===== src/rtl/request_assembler_pkg.sv =====
// rtl/request_assembler_pkg.sv - shared opcode width, error codes and state encoding
// The downstream decoder and FSM import OP_W from here so the opcode width stays in one place.
package request_assembler_pkg;

   localparam int OP_W = 3;

   localparam logic [1:0] ERR_OVERRUN  = 2'b00;
   localparam logic [1:0] ERR_BAD_OP   = 2'b01;
   localparam logic [1:0] ERR_BAD_ADDR = 2'b10;
   localparam logic [1:0] ERR_TIMEOUT  = 2'b11;

   typedef enum logic [1:0] {
      WAIT_OP   = 2'd0,
      WAIT_ADDR = 2'd1,
      HOLD      = 2'd2
   } state_t;

endpackage


===== src/rtl/request_assembler_timeout_counter.sv =====
// rtl/request_assembler_timeout_counter.sv - saturating inter-byte timeout counter
// expired is high while the count sits at TIMEOUT_CYCLES-1; clear wins over enable.
module request_assembler_timeout_counter #(
   parameter int TIMEOUT_CYCLES = 2_500_000
) (
   input  logic clk,
   input  logic rst,
   input  logic clr,
   input  logic en,
   output logic expired
);

   localparam int CW = $clog2(TIMEOUT_CYCLES);
   localparam logic [CW-1:0] LAST = CW'(TIMEOUT_CYCLES - 1);

   logic [CW-1:0] cnt_q;
   logic [CW-1:0] cnt_d;

   always_comb begin
      cnt_d = cnt_q;
      if (clr) begin
         cnt_d = '0;
      end else if (en && (cnt_q != LAST)) begin
         cnt_d = cnt_q + 1'b1;
      end
   end

   always_ff @(posedge clk or posedge rst) begin
      if (rst) begin
         cnt_q <= '0;
      end else begin
         cnt_q <= cnt_d;
      end
   end

   assign expired = (cnt_q == LAST);

endmodule


===== src/rtl/request_assembler.sv =====
// rtl/request_assembler.sv - assembles opcode/address byte pairs from UART RX into FSM requests
// All outputs are registered; a held request blocks new bytes, which are reported as overruns.
module request_assembler
   import request_assembler_pkg::*;
#(
   parameter int TIMEOUT_CYCLES = 2_500_000,
   parameter int MAX_OPCODE     = 7,
   parameter int NUM_SENSORS    = 32
) (
   input  logic            clk,
   input  logic            rst,
   input  logic            rx_rdy,
   input  logic [7:0]      rx_data,
   output logic            rdy_clr,
   input  logic            req_ready,
   output logic            req_valid,
   output logic [OP_W-1:0] req_instr,
   output logic [7:0]      req_addr,
   output logic            err_valid,
   output logic [1:0]      err_code
);

   state_t          state_q, state_d;
   logic [7:0]      op_q, op_d;
   logic            rdy_clr_q, rdy_clr_d;
   logic            req_valid_q, req_valid_d;
   logic [OP_W-1:0] req_instr_q, req_instr_d;
   logic [7:0]      req_addr_q, req_addr_d;
   logic            err_valid_q, err_valid_d;
   logic [1:0]      err_code_q, err_code_d;

   logic cnt_clr;
   logic cnt_en;
   logic expired;
   logic op_ok;
   logic addr_ok;

   request_assembler_timeout_counter #(
      .TIMEOUT_CYCLES(TIMEOUT_CYCLES)
   ) u_timeout (
      .clk    (clk),
      .rst    (rst),
      .clr    (cnt_clr),
      .en     (cnt_en),
      .expired(expired)
   );

   // Widened to 32 bits so the range checks stay meaningful for any parameter value.
   assign op_ok   = (op_q[7:3] == 5'd0) && ({29'd0, op_q[2:0]} <= 32'(MAX_OPCODE));
   assign addr_ok = ({24'd0, rx_data} < 32'(NUM_SENSORS));
   assign cnt_en  = (state_q == WAIT_ADDR);

   always_comb begin
      state_d     = state_q;
      op_d        = op_q;
      rdy_clr_d   = rx_rdy;
      req_valid_d = req_valid_q;
      req_instr_d = req_instr_q;
      req_addr_d  = req_addr_q;
      err_valid_d = 1'b0;
      err_code_d  = ERR_OVERRUN;
      cnt_clr     = 1'b0;
      case (state_q)
         WAIT_OP: begin
            if (rx_rdy) begin
               op_d    = rx_data;
               cnt_clr = 1'b1;
               state_d = WAIT_ADDR;
            end
         end
         WAIT_ADDR: begin
            // A byte on the expiry cycle takes precedence over the timeout.
            if (rx_rdy) begin
               state_d = WAIT_OP;
               if (!op_ok) begin
                  err_valid_d = 1'b1;
                  err_code_d  = ERR_BAD_OP;
               end else if (!addr_ok) begin
                  err_valid_d = 1'b1;
                  err_code_d  = ERR_BAD_ADDR;
               end else begin
                  req_valid_d = 1'b1;
                  req_instr_d = op_q[OP_W-1:0];
                  req_addr_d  = rx_data;
                  state_d     = HOLD;
               end
            end else if (expired) begin
               err_valid_d = 1'b1;
               err_code_d  = ERR_TIMEOUT;
               state_d     = WAIT_OP;
            end
         end
         HOLD: begin
            if (rx_rdy) begin
               err_valid_d = 1'b1;
               err_code_d  = ERR_OVERRUN;
            end
            if (req_ready) begin
               req_valid_d = 1'b0;
               state_d     = WAIT_OP;
            end
         end
         default: begin
            state_d = WAIT_OP;
         end
      endcase
   end

   always_ff @(posedge clk or posedge rst) begin
      if (rst) begin
         state_q     <= WAIT_OP;
         op_q        <= 8'd0;
         rdy_clr_q   <= 1'b0;
         req_valid_q <= 1'b0;
         req_instr_q <= '0;
         req_addr_q  <= 8'd0;
         err_valid_q <= 1'b0;
         err_code_q  <= 2'b00;
      end else begin
         state_q     <= state_d;
         op_q        <= op_d;
         rdy_clr_q   <= rdy_clr_d;
         req_valid_q <= req_valid_d;
         req_instr_q <= req_instr_d;
         req_addr_q  <= req_addr_d;
         err_valid_q <= err_valid_d;
         err_code_q  <= err_code_d;
      end
   end

   assign rdy_clr   = rdy_clr_q;
   assign req_valid = req_valid_q;
   assign req_instr = req_instr_q;
   assign req_addr  = req_addr_q;
   assign err_valid = err_valid_q;
   assign err_code  = err_code_q;

endmodule


===== config.mk =====
export PLATFORM = sky130hd
export DESIGN_NAME = request_assembler
export DESIGN_NICKNAME = d
export VERILOG_FILES = /design/src/rtl/request_assembler_pkg.sv /design/src/rtl/request_assembler_timeout_counter.sv /design/src/rtl/request_assembler.sv
export SDC_FILE = /design/constraint.sdc
export NUM_CORES = 1
export LEC_CHECK = 0
export ABC_CLOCK_PERIOD_IN_PS = 2400
export BUFFER_PORTS_ARGS = -buffer_cell sky130_fd_sc_hd__buf_2
export CORE_AREA = 2 2 82 77
export DETAILED_ROUTE_END_ITERATION = 8
export DIE_AREA = 0 0 84 79
export PLACE_DENSITY = 0.58
export SLEW_MARGIN = 10
export SYNTH_ARGS = -nofsm -noshare
export SYNTH_HDL_FRONTEND = slang
export SYNTH_SLANG_ARGS = --single-unit

===== constraint.sdc =====
create_clock -name clk -period 2.4 [get_ports clk]
set_clock_uncertainty 0.15 [all_clocks]
set_input_delay 0.48 -clock clk [delete_from_list [all_inputs] [get_ports clk]]
set_output_delay 0.48 -clock clk [all_outputs]
set_load 0.05 [all_outputs]

# After elaboration in Yosys (flattened, before gate mapping)
# Cells that the tools add are included.
[op_classes] n_reduce_logical=9 n_addsub=1 magnitude_cmp=1 muxes=26 eq_ne=10
[ops] operator="$mux W22" n=2
[ops] operator="$add A22 B1 Y22 const B" n=1
[ops] operator="$eq A22 B22 Y1 const B" n=1
[ops] operator="$mux W2" n=11
[ops] operator="$ne A22 B22 Y1 const B" n=1
[ops] operator="$mux W1" n=10
[ops] operator="$ne A2 B2 Y1 const B" n=5
[ops] operator="$lt A8 B6 Y1 const B" n=1
[ops] operator="$pmux W2 S3" n=1
[ops] operator="$logic_not A5 Y1" n=1
[ops] operator="$reduce_and A5 Y1" n=1
[ops] operator="$pmux W1 S2" n=2
[ops] operator="$reduce_and A4 Y1" n=1
[ops] operator="$reduce_bool A2 Y1" n=2
[ops] operator="$ne A3 B3 Y1 const B" n=1
[ops] operator="$reduce_and A3 Y1" n=1
[ops] operator="$eq A2 B1 Y1 const B" n=1
[ops] operator="$eq A2 B2 Y1 const B" n=1
[ops] operator="$logic_not A2 Y1" n=1
[ops] operator="$reduce_and A2 Y1" n=1
[ops] operator="$logic_and A1 B1 Y1" n=1
[word_totals] reg_bits=48 in_bits=12 wordCells=56

# Longest topological paths before layout
# Gate-level depths: netlist of run 1.
[logic_depth] depth_word=5 depth_mapped=8

# Cells and area by module
# Synthesis of run 1 repeated with hierarchy kept, for this count alone.
[unflattened] hier_cells=207 hier_area_um2=2324.7
[by_module_without_submodules] mod="request_assembler_timeout_counter" n_inst=1 seq_area_each_um2=550.5 area_per_inst_um2=1237.4 cells_each=128
[by_module_without_submodules] mod="request_assembler" n_inst=1 seq_area_each_um2=650.6 area_per_inst_um2=1087.3 cells_each=79

# Worst setup path after synthesis of run 1
# Ideal clock, no wire load.
[synth_timing] path_type="flip-flop to flip-flop" from="reg u_timeout.cnt_q[0]" to="reg state_q[0]" arrival_ns=1.738 path_stages_with_launch=6 required_ns=2.122 path_slack_ns=0.385 cell_sequence="dfrtp_1 -> ha_1 -> nand4_1 -> or4b_1 -> o21ai_2 -> mux2_1"
[synth_between] elab_chain_len=3
[synth_rtl] element="start: declaration" line_no="request_assembler_timeout_counter.sv:16" rtl="logic [CW-1:0] cnt_q;"
[synth_rtl] element="start signal: assignment" line_no="request_assembler_timeout_counter.sv:32" rtl="cnt_q <= cnt_d;"
[synth_rtl] element="$eq A22 B22 Y1" line_no="request_assembler_timeout_counter.sv:36" rtl="assign expired = (cnt_q == LAST);"
[synth_rtl] element="$ne A3 B3 Y1 (no line)"
[synth_rtl] element="$reduce_and A3 Y1 (no line)"
[synth_rtl] element="end signal: assignment" line_no="request_assembler.sv:120" rtl="state_q <= state_d;"
[synth_rtl] element="end: declaration" line_no="request_assembler.sv:23" rtl="state_t state_q, state_d;"
# Every way passes these cells.
# A chain may end at the register's enable or synchronous reset.

# Final worst setup path of run 1
[layout_timing] from="reg u_timeout.cnt_q[11]" to="reg state_q[0]"
# The elaborated chain is that of the path after synthesis.

==> results of run 1 <==
stage by stage:
| step | power (mW) | cells | hold slack (ns) |
|---|---|---|---|
| CTS | 2.38 | 343 | 0.0690 |
| detailed placement | 1.85 | 335 | 0.312 |
| finish | 2.35 | 343 | 0.0500 |
| global route | 2.51 | 343 | 0.0893 |
| global placement | 1.86 | 335 | 0.304 |
| floorplan | 1.62 | 237 | 0.287 |
power by group through the flow:
stage	combinational, mW	clock [mW]	sequential, mW
global placement	0.790	0	1.07
floorplan	0.358	0	1.27
finish	0.782	0.515	1.05
detailed placement	0.784	0	1.07
global route	0.859	0.567	1.08
CTS	0.787	0.536	1.06
cells in the final DEF, fill, tap and decap left out, types with 2 or more instances in the layout:
master	count
and2_1	7
nand2_1	41
buf_12	2
and3_1	3
nor4_2	2
buf_2	27
o21a_1	2
nor2_1	23
ha_1	5
nor3_1	6
mux2_2	8
xor2_1	11
nor4_1	4
dfrtp_1	48
xnor2_1	2
mux2i_1	2
or3_1	4
nand3_1	14
nand4_1	5
inv_1	5
clkbuf_8	6
o21ai_0	11
buf_4	4
a21oi_1	5
routing by layer:
layer | vias to the layer above | track usage [%] | routed length (um)
met3 | 5 | 3.53 | 203
li1 | 886 | - | -
met4 | 0 | 5.00 | 40
met5 | - | 0 | 0
met1 | 865 | 23.2 | 2520
met2 | 47 | 24.7 | 2100
synth_stat cells (all sizes together) (6+ instances only):
cell	instances
dfrtp	48
nand2	42
nor2	23
nand3	15
o21ai	13
xor2	11
mux2	9
and2	7
nor3	7
nor4	7
clkbuf	6
inv	6
sequential cells by signal, summed over array words and instances, names as in the netlist:
| register | count |
|---|---|
| req_instr | 3 |
| u_timeout.cnt_q | 22 |
| req_addr | 8 |
| state_q | 2 |
| req_valid | 1 |
| err_code | 2 |
| op_q | 8 |
| rdy_clr | 1 |
| err_valid | 1 |
layout make-up:
class                   instances  share of cell area (%)
flip-flops and latches         48                    44.2
multi-input cells             176                    40.6
inverters                       6                   0.829
repair buffers                 33                    7.55
clock inverters                 2                   0.506
clock buffers                   6                    3.04
well taps                      72                    3.31
critical path, stage by stage (launching register included):
cell and delay, ns:
dfrtp_1 0.46, nor4b_4 0.31, nand2_1 0.12, or4b_1 0.49, o21ai_2 0.17, mux2_1 0.33
logic make-up (layout without fill, tap and decap cells):
| kind of cell | Yosys count | in the layout |
|---|---|---|
| fa+ha+maj | 5 | 5 |
| buf+inv | 13 | 47 |
| compound gates | 27 | 27 |
| flops | 48 | 48 |
| xor+xnor | 13 | 13 |
| mux | 11 | 11 |
| simple gates | 120 | 120 |
path summary, 6_finish.rpt:
kind	slack, ns	start	endpoint
setup / recovery	0.27	u_timeout.cnt_q[11]	state_q[0]
hold / removal	0.05	rst	u_timeout.cnt_q[1]
setup reg to reg	0.27	u_timeout.cnt_q[11]	state_q[0]
hold reg to reg	0.33	op_q[0]	op_q[0]
max in group asynchronous	1.54	rst	u_timeout.cnt_q[4]
min in group clk	0.23	rx_rdy	rdy_clr
==> flow_summary.json, run 1 <==
{
  "ys_warn_count": 0,
  "multi_input_area_um2": 1100,
  "postCtsSetupBuffers": 0,
  "seqCellArea_um2": 1200,
  "dieArea_um2": 6640,
  "cts_tree": "done",
  "cts_max_level": 2,
  "fin_ws_ns": 0.266,
  "slew_violations": 0,
  "avgSynthCellArea_um2": 9.93,
  "place_congestion": 0.829,
  "path_max_fanout": 5,
  "pre_cts_ws_ns": 0.270,
  "syn_nets": 254,
  "ctsRootBufferMaster": "clkbuf_8",
  "netlist.top_cell.by_area": "dfrtp_1",
  "cts-resized-gates": 0,
  "cp.arrival_ns": 2.18,
  "die_h_um": 79,
  "sw_frac_of_total_pct": 38.4,
  "synth_async_sr_flop_share_pct": 100,
  "p_sw_uw": 904,
  "clockBufferDepth": 2,
  "rsz0062_at_grt": "false",
  "p_leak_nw": 1.29,
  "synth_top_family_by_area": "simple AND/OR/NAND/NOR gates",
  "hold_viol": 0,
  "power_frac_comb_pct": 33.3,
  "post_synth_num_cell_types": 43,
  "viasPerCell": 5.26,
  "ant_nets": 0,
  "portBuffers": 27,
  "slew_headroom_pct": 65.5,
  "synth_ff_type": "dfrtp_1",
  "final_util_pct": 46.5,
  "crit_required_ns": 2.44,
  "fillers": 570,
  "crit_type": "flip-flop to flip-flop",
  "routedWlPerCell_um": 14.2,
  "yosys.area_share.adder_pct": 2.66,
  "start_util_pct": 40.3,
  "cts_hold_buffers": 0,
  "clockPowerShare_pct": 21.9,
  "vias": 1803,
  "route.detailed.drc": 0,
  "antennaDiodeCount": 0,
  "synth_xor_area_share_pct": 4.84,
  "netlist_top_cells_area": "dfrtp_1 51%, nand2_1 6.5%, xor2_1 4.1%",
  "grt_max_degree": 26,
  "dr.pass1.iters": 4,
  "tightest_slew_ns": 0.517,
  "syn2layout_area_growth_pct": 15.5,
  "seqPwrFrac_pct": 44.8,
  "drt_iter0_drc": 133,
  "synth-compound-area-share_pct": 7.18,
  "yosys-mux-area-fraction_pct": 5.16,
  "dp_hpwl_mm": 3.46,
  "routed_wl_mm": 4.86,
  "critPathCaptureType": "flip-flop",
  "antenna_found_initial": 0,
  "placed_area_um2": 2620,
  "drive_gt1_share_pct": 21.8,
  "core-area_um2": 5840,
  "hold_class": "input port to asynchronous set/reset pin",
  "maxCapViolCount": 0,
  "fin_crit_sh_pct": 88.9,
  "synth_simple_gate_area_share_pct": 27.0,
  "clk_pin_slew_ns": 0.09,
  "fin_tns_setup_ns": 0,
  "p_int_mw": 1.45,
  "nets": 287,
  "die_w_um": 84,
  "ff2ff_path_depth": 5,
  "yosysTopAreaCellShare_pct": 51.0,
  "synth_seq_cells": 48,
  "overflow": 0,
  "row_count": 27,
  "synthCells": 237,
  "insertion_delay_ns": 0.30,
  "cp-start-kind": "flip-flop",
  "fin_crit_ns": 2.13,
  "fin_area_um2": 2720,
  "synth.yosys.seq_area_share_pct": 51.0,
  "ir_drop_mv": 0.534,
  "grt_pass1_wl_mm": 8.65,
  "cellPowerDensity_nw_per_um2": 866,
  "io_pins": 28,
  "numCtsBuffers": 5,
  "synth-edff-count": 0,
  "setup_violations": 0,
  "grt_pass1_vias": 1839,
  "timing.fmax_ghz": 0.469,
  "status": "complete, no violations",
  "grt_use_total_pct": 16.2,
  "syn-cell-area_um2": 2350,
  "cts.sink_count": 48
}
No activity file was read; power rests on OpenSTA's default activity.
==> run 2, diff against run 1 <==
--- a/config.mk
+++ b/config.mk
@@ -7,10 +7,11 @@
 export LEC_CHECK = 0
 export ABC_CLOCK_PERIOD_IN_PS = 2400
 export BUFFER_PORTS_ARGS = -buffer_cell sky130_fd_sc_hd__buf_2
-export CORE_AREA = 2 2 82 77
+export CORE_AREA = 2 2 78 73
+export CTS_BUF_LIST = sky130_fd_sc_hd__clkbuf_16
 export DETAILED_ROUTE_END_ITERATION = 8
-export DIE_AREA = 0 0 84 79
-export PLACE_DENSITY = 0.58
+export DIE_AREA = 0 0 80 75
+export PLACE_DENSITY = 0.64
 export SLEW_MARGIN = 10
 export SYNTH_ARGS = -nofsm -noshare
 export SYNTH_HDL_FRONTEND = slang
==> run 2 against run 1 <==
  * Fmax fell by 1.3%
  * Via count fell by 2.8%
  * Setup slack got worse by 0.027 ns
  * First-iteration DRC count rose by 17%
  * Global-route usage rose by 1.8 points
  * Critical path depth did not move
  * Register-to-register slack got worse by 0.03 ns
  * Sequential cell count did not move
  * Largest cell class unchanged
  * Highest routed layer unchanged
==> flow_summary.json, run 2 (same netlist as run 1, synthesis figures left out) <==
{
  "drive_gt1_share_pct": 22.3,
  "critPathCaptureType": "flip-flop",
  "die_w_um": 80,
  "sw_frac_of_total_pct": 35.3,
  "p_sw_uw": 925,
  "maxCapViolCount": 0,
  "r2r-end": "state_q[0]",
  "clockPowerShare_pct": 30.2,
  "routedWlPerCell_um": 14.3,
  "place_congestion": 0.902,
  "grt_pass1_vias": 1779,
  "cts-resized-gates": 0,
  "grt.met2_usage_pct": 25.6,
  "grt_max_degree": 27,
  "viasPerCell": 5.15,
  "cp.arrival_ns": 2.18,
  "setup_violations": 0,
  "dr.pass1.iters": 4,
  "slew_violations": 0,
  "overflow": 0,
  "p_leak_nw": 1.32,
  "antenna_found_initial": 0,
  "crit_slowest_cell": "or4b_1",
  "crit_required_ns": 2.42,
  "hold_viol": 0,
  "reg2reg_slack_ns": 0.24,
  "cts.sink_count": 48,
  "timing.fmax_ghz": 0.463,
  "insertion_delay_ns": 0.29,
  "core-area_um2": 5130,
  "slew_headroom_pct": 65.7,
  "die_h_um": 75,
  "fin_tns_setup_ns": 0,
  "grt_pass1_wl_mm": 8.31,
  "cts_max_level": 2,
  "cts_tree": "done",
  "top_register": "u_timeout.cnt_q",
  "row_count": 25,
  "mostFrequentLayoutCells": "48 x dfrtp_1, 41 x nand2_1, 27 x buf_2",
  "hold_class": "input port to asynchronous set/reset pin",
  "p_int_mw": 1.70,
  "path_max_fanout": 5,
  "grt_use_total_pct": 18.0,
  "path_buf_inv": 0,
  "dieArea_um2": 6000,
  "critPathMaxStageDelay_ns": 0.56,
  "dp_hpwl_mm": 3.54,
  "cp-start-kind": "flip-flop",
  "ant_nets": 0,
  "tightest_slew_ns": 0.514,
  "crit_family": "simple AND/OR/NAND/NOR gates",
  "drt_iter0_drc": 155,
  "power_frac_comb_pct": 29.5,
  "cp_cell_sequence": "ha_1, nand4_1, or4b_1, o21ai_2, mux2_1",
  "fin_crit_ns": 2.16,
  "ir_drop_mv": 0.469,
  "status": "complete, no violations",
  "start_util_pct": 45.9,
  "portBuffers": 27,
  "largest_register_ffs": 22,
  "nets": 289,
  "route.detailed.drc": 0,
  "antennaDiodeCount": 0,
  "busiest_layer": "met1",
  "r2r-start": "u_timeout.cnt_q[0]",
  "seqPwrFrac_pct": 40.3,
  "final_common_cell": "dfrtp_1",
  "cts_hold_buffers": 0,
  "grt_use_met3_pct": 4.08,
  "placed_area_um2": 2620,
  "numCtsBuffers": 5,
  "crit_type": "flip-flop to flip-flop",
  "ff2ff_path_depth": 5,
  "ctsRootBufferMaster": "clkbuf_16",
  "postCtsSetupBuffers": 0,
  "rsz0062_at_grt": "false",
  "grtUsageMet1_pct": 27.0,
  "fin_crit_sh_pct": 90.1,
  "io_pins": 28,
  "syn2layout_area_growth_pct": 18.6,
  "routed_wl_mm": 4.85,
  "vias": 1752,
  "clk_pin_slew_ns": 0.07,
  "fin_area_um2": 2790,
  "cellPowerDensity_nw_per_um2": 941,
  "clockBufferDepth": 2
}
-- run 2: cell types whose count changed in the layout (fill, tap and decap cells not counted) --
| cell | change |
|---|---|
| clkinv_4 | +2 |
| clkinv_2 | -1 |
| buf_4 | +3 |
| clkbuf_16 | +5 |
| clkbuf_8 | -6 |
| inv_6 | -1 |
| bufinv_16 | +1 |
| buf_12 | -1 |
-- run 2: cell type report --
cell class,instances,area [um2]
repair buffers,35,208
clock inverters,3,47.5
well taps,67,83.8
flip-flops and latches,48,1200
fillers,465,2340
multi-input cells,176,1100
clock buffers,5,125
inverters,6,22.5
-- run 2: how the worst max path moves through the flow --
| stage | from | end | slack (ns) | cells past startpoint |
|---|---|---|---|---|
| after floorplan | u_timeout.cnt_q[0] | state_q[0] | 0.38 | 5 |
| after global placement | u_timeout.cnt_q[0] | state_q[0] | 0.30 | 5 |
| after global routing | u_timeout.cnt_q[0] | state_q[0] | 0.12 | 5 |
| after CTS | u_timeout.cnt_q[0] | state_q[0] | 0.25 | 5 |
| final | u_timeout.cnt_q[0] | state_q[0] | 0.24 | 5 |
| after detailed placement | u_timeout.cnt_q[0] | state_q[0] | 0.27 | 5 |
-- run 2: routing by layer --
layer	share of wire (%)	wire length (um)
met1	52	2530
met2	42	2030
met3	4.6	222
met4	1.3	62
met5	0	0
-- run 2: power by group through the flow --
stage / clock network (mW) / registers [mW] / logic [mW]
after floorplan: 0 / 1.27 / 0.358
after global placement: 0 / 1.06 / 0.764
after detailed placement: 0 / 1.07 / 0.777
after CTS: 0.814 / 1.06 / 0.780
after global routing: 0.846 / 1.08 / 0.853
final: 0.793 / 1.06 / 0.774
-- run 2: worst register-to-register path: stages (launching register included) --
cell	delay, ns
dfrtp_1	0.40
ha_1	0.24
nand4_1	0.19
or4b_1	0.56
o21ai_2	0.17
mux2_1	0.33
-- run 2: per-stage QoR --
stage | utilization [%] | hold WS, ns | instances | setup WS, ns | total power [mW]
floorplan | - | 0.287 | 237 | 0.385 | 1.62
global placement | 51.0 | 0.307 | 332 | 0.299 | 1.83
detailed placement | 51.0 | 0.306 | 332 | 0.272 | 1.85
CTS | 54.4 | 0.0901 | 340 | 0.252 | 2.65
global route | 54.4 | 0.114 | 340 | 0.124 | 2.78
finish | 54.4 | 0.0687 | 340 | 0.238 | 2.62
